### src/rtl/sram_controller.sv
// Bridges a 32-bit pipeline load/store port onto a 16-bit asynchronous SRAM,
// splitting each access into a low and a high half-word phase of WAIT_CYCLES each.
module sram_controller #(
    parameter int BIT_NUMBER  = 32,
    parameter int WAIT_CYCLES = 2
) (
    input  logic                  clk,
    input  logic                  rst,
    input  logic                  wr_en,
    input  logic                  rd_en,
    input  logic [BIT_NUMBER-1:0] address,
    input  logic [BIT_NUMBER-1:0] write_data,
    output logic [BIT_NUMBER-1:0] read_data,
    output logic                  ready,
    output logic [17:0]           sram_addr,
    input  logic [15:0]           sram_dq_in,
    output logic [15:0]           sram_dq_out,
    output logic                  sram_dq_oe,
    output logic                  sram_we_n
);

    typedef enum logic [1:0] {IDLE, ACC_LO, ACC_HI, DONE} state_t;

    localparam int            CW   = (WAIT_CYCLES > 1) ? $clog2(WAIT_CYCLES) : 1;
    localparam logic [CW-1:0] LAST = CW'(WAIT_CYCLES - 1);

    state_t                  state_q, state_d;
    logic [CW-1:0]           cnt_q, cnt_d;
    logic [BIT_NUMBER-1:0]   read_data_q, read_data_d;
    logic [17:0]             sram_addr_q, sram_addr_d;
    logic [15:0]             sram_dq_out_q, sram_dq_out_d;
    logic                    sram_dq_oe_q, sram_dq_oe_d;
    logic                    sram_we_n_q, sram_we_n_d;

    logic [BIT_NUMBER-1:0]   offs;
    logic                    req, is_rd, phase_end;
    logic                    unused_offs;

    // Data memory is mapped at byte 1024 of the pipeline address space.
    assign offs        = address - BIT_NUMBER'(1024);
    assign unused_offs = ^{offs[BIT_NUMBER-1:19], offs[1:0]};
    assign req         = rd_en | wr_en;
    assign is_rd       = rd_en & ~wr_en;
    assign phase_end   = (cnt_q == LAST);

    assign ready = (state_q == DONE) || (state_q == IDLE && !req);

    always_comb begin
        state_d = state_q;
        cnt_d   = cnt_q;
        case (state_q)
            IDLE: begin
                if (req) begin
                    state_d = ACC_LO;
                    cnt_d   = '0;
                end
            end
            ACC_LO: begin
                if (phase_end) begin
                    state_d = ACC_HI;
                    cnt_d   = '0;
                end else begin
                    cnt_d = cnt_q + CW'(1);
                end
            end
            ACC_HI: begin
                if (phase_end) begin
                    state_d = DONE;
                    cnt_d   = '0;
                end else begin
                    cnt_d = cnt_q + CW'(1);
                end
            end
            default: begin
                state_d = IDLE;
                cnt_d   = '0;
            end
        endcase
    end

    // SRAM pins are registered from the next state so they line up with the phase.
    always_comb begin
        sram_addr_d   = 18'd0;
        sram_dq_out_d = 16'd0;
        sram_dq_oe_d  = 1'b0;
        sram_we_n_d   = 1'b1;
        if (state_d == ACC_LO || state_d == ACC_HI) begin
            sram_addr_d = {offs[18:2], (state_d == ACC_HI)};
            if (wr_en) begin
                sram_we_n_d   = 1'b0;
                sram_dq_oe_d  = 1'b1;
                sram_dq_out_d = (state_d == ACC_HI) ? write_data[16 +: 16] : write_data[15:0];
            end
        end
    end

    always_comb begin
        read_data_d = read_data_q;
        if (is_rd && phase_end) begin
            if (state_q == ACC_LO) begin
                read_data_d[15:0] = sram_dq_in;
            end else if (state_q == ACC_HI) begin
                read_data_d[16 +: 16] = sram_dq_in;
            end
        end
    end

    always_ff @(posedge clk or negedge rst) begin
        if (!rst) begin
            state_q       <= IDLE;
            cnt_q         <= '0;
            read_data_q   <= '0;
            sram_addr_q   <= 18'd0;
            sram_dq_out_q <= 16'd0;
            sram_dq_oe_q  <= 1'b0;
            sram_we_n_q   <= 1'b1;
        end else begin
            state_q       <= state_d;
            cnt_q         <= cnt_d;
            read_data_q   <= read_data_d;
            sram_addr_q   <= sram_addr_d;
            sram_dq_out_q <= sram_dq_out_d;
            sram_dq_oe_q  <= sram_dq_oe_d;
            sram_we_n_q   <= sram_we_n_d;
        end
    end

    assign read_data   = read_data_q;
    assign sram_addr   = sram_addr_q;
    assign sram_dq_out = sram_dq_out_q;
    assign sram_dq_oe  = sram_dq_oe_q;
    assign sram_we_n   = sram_we_n_q;

endmodule

### config.mk
export PLATFORM = sky130hd
export DESIGN_NAME = sram_controller
export DESIGN_NICKNAME = d
export VERILOG_FILES = /design/src/rtl/sram_controller.sv
export SDC_FILE = /design/constraint.sdc
export NUM_CORES = 1
export LEC_CHECK = 0
export BUFFER_PORTS_ARGS = -buffer_cell sky130_fd_sc_hd__buf_2
export CAP_MARGIN = 20
export CORE_UTILIZATION = 44
export CTS_CLUSTER_DIAMETER = 150
export DETAILED_ROUTE_END_ITERATION = 6
export PLACE_DENSITY = 0.87
export SKIP_LAST_GASP = 1
export SLEW_MARGIN = 25
export SYNTH_ARGS = -nofsm -noshare
export SYNTH_HDL_FRONTEND = slang
export SYNTH_SLANG_ARGS = --single-unit
export TNS_END_PERCENT = 5
### constraint.sdc
create_clock -name clk -period 3.4 [get_ports clk]
set_input_delay 0 -clock clk [delete_from_list [all_inputs] [get_ports clk]]
set_output_delay 0 -clock clk [all_outputs]
set_load 0.05 [all_outputs]
==> out/metrics.cfg <==
[timing]
setup_viol=0
tightest_slew_ns=0.6498
hold_viol=0
worst_slack_ns=0.3279
slew_headroom_pct=56.59
fin_crit_sh_pct=90.36
fin_tns_setup_ns=0
drv_slew=0
period_needed_ns=3.072
rsz0062_at_grt=false
max_clock_freq_ghz=0.3255
clock_skew_ns=0.009948
fin_hold_ws_ns=0.03950

[layout]
post-route-util_pct=74.26
nets=507
layout_commonest_cell=buf_2
num_antenna_cells=0
drive_above_1_share_pct=47.16
final_cell_mix=buf_2 (137), dfrtp_1 (70), dlygate4sd3_1 (66)
area_growth_pct=59.09

[worst_setup_path]
critPathRequiredTime_ns=3.62
timing.rr.start=state_q[0]
rrSetupSlack_ns=0.33
crit_type=flop to flop
path_max_fanout=17
rr_endpoint=sram_dq_out[14]
cp-end-kind=flop
worst_r2r_path_depth=9
cp-start-kind=flop
critPathArrivalTime_ns=3.29

[detailed_routing]
drc=0
first_iter_violations=47
dr.pass1.iters=4
antenna_left=0
wl_per_cell_um=15.42
vias_per_cell=4.934
vias=2452
drt_wl_total_um=7666

[cts]
tritoncts=done
cts.sinks=71
cts_root_buf=clkbuf_8
clk_pin_slew_ns=0.08
h-tree-depth=3
clockBufferDepth=2
clock_latency_ns=0.33
cts_resized=0
cts_buffers=9

[synthesis]
yosys.area.top_type=dfrtp_1
synth_top_cells_by_area=dfrtp_1 (62%), mux2_2 (13%), mux2i_1 (6.0%)
avgSynthCellArea_um2=13.80
yosys.area.top_type_share_pct=61.92
synth_nets=295
synth_cell_types=30
ys_seq_elements=71
syn_inst=205
yosysWarnings=0
synth_area_um2=2829
seq_area_frac_synth_pct=62.85

[place]
pre_cts_slack_ns=0.7814
port_buffers=137
gp_congestion=0.7238
dp_hpwl_um=4453

[floorplan]
die_h_um=82.19
coreArea_um2=6061
dieArea_um2=6754
ios=153
fp.dieW_um=82.19
num_rows=28
initial_core_util_pct=46.68

[min_path]
hold_path.startpoint=address[11]
hold_path.class=input pin to flop
whs_path_depth=4
hold_end=sram_addr[10]

[grt]
grt.total_usage_pct=23.66
grt_pass1_vias=2501
antenna_found_initial=0
grt_overflow=0
grt_pass1_wl_um=11530
grt_max_degree=42

[run]
maxCapViolCount=0

[power_and_ir_drop]
cellPowerDensity_nw_per_um2=1046
irDropWorstVdd_v=0.0006487
p_leak_nw=2.352

[outcome]
status=finished, final reports clean

==> stage by stage <==
step,instance area [um^2],instances,power [mW]
finish,4501,497,4.709
global route,4501,497,4.959
CTS,4481,496,4.698
detailed placement,3612,414,3.883
global placement,3612,414,3.810
floorplan,2829,205,3.266
==> state kept, by name, summed over array words and instances (netlist names) <==
signal,flops
cnt_q,1
read_data,32
sram_addr,18
sram_dq_oe,1
sram_dq_out,16
sram_we_n,1
state_q,2
==> cell families (layout without fill, tap and decap cells) <==
group           Yosys count  count (layout)  share of synthesized area (%)
xor+xnor                  2               2                         0.6193
fa+ha+maj                 6               6                          2.654
mux                      49              49                          18.75
flops                    71              71                          62.85
simple gates             47              47                          9.288
buf+inv                  14             231                          2.123
compound gates           16              16                          3.715
==> worst max-delay path, stage by stage (launching register included) <==
cell	delay, ns
dfrtp_1	0.44
inv_1	0.11
ha_1	0.16
or3b_2	0.50
a211oi_1	0.32
ha_1	0.21
buf_4	0.30
mux2i_1	0.28
dlygate4sd3_1	0.61
nor2_1	0.05
==> worst max-delay path by stage <==
stage,startpoint,endpoint,slack (ns),cells past startpoint
global route,state_q[0],sram_dq_out[14],0.18,9
CTS,state_q[0],sram_dq_out[15],0.43,9
detailed placement,state_q[0],sram_dq_out[13],0.78,8
finish,state_q[0],sram_dq_out[14],0.33,9
global placement,state_q[0],sram_dq_out[15],0.88,8
floorplan,state_q[0],sram_dq_out[10],0.82,9
==> repair_timing <==
item	4_1_cts	5_1_grt
hold buffers	66	0
buffers inserted	0	0
endpoints found under the hold margin	102	0
==> cells in the mapped netlist (all sizes together) <==
| library cell | instances |
|---|---|
| inv | 5 |
| nor2b | 9 |
| or3b | 1 |
| o21ai | 1 |
| nand2 | 2 |
| o41ai | 1 |
| dfrtp | 70 |
| nand4b | 1 |
| nor2 | 24 |
| o31ai | 2 |
| a21o | 1 |
| o22ai | 1 |
| a31o | 2 |
| ha | 6 |
| nor3b | 1 |
| nor4b | 1 |
| or3 | 1 |
| xnor2 | 2 |
| or4 | 1 |
| a21oi | 6 |
| dfstp | 1 |
| mux2i | 17 |
| nand2b | 4 |
| clkbuf | 5 |
| buf | 4 |
| mux2 | 32 |
| a211oi | 2 |
| or4b | 1 |
| nor4 | 1 |
==> area by class of cell <==
cell class | count | area, um^2
clock inverter | 5 | 56.30
inverter | 5 | 18.77
sequential | 71 | 1778
multi-input combinational | 120 | 991.0
tap | 75 | 93.84
fill | 402 | 1560
timing repair buffer | 210 | 1411
clock buffer | 11 | 151.4
==> power by group <==
| part | switching (mW) | internal, mW |
|---|---|---|
| Combinational | 1.89 | 0.774 |
| Clock | 0.300 | 0.378 |
| Sequential | 0.150 | 1.21 |
==> routing by layer <==
layer	GRT usage (%)	part of all wire (%)	wire, um	vias to the layer above
li1	-	-	-	1128
met1	23.64	36	2788	1183
met2	44.46	55	4201	113
met3	6.264	6.2	475	28
met4	12.28	2.6	201	0
met5	0	0	0	-
No activity file was read; power rests on OpenSTA's default activity.
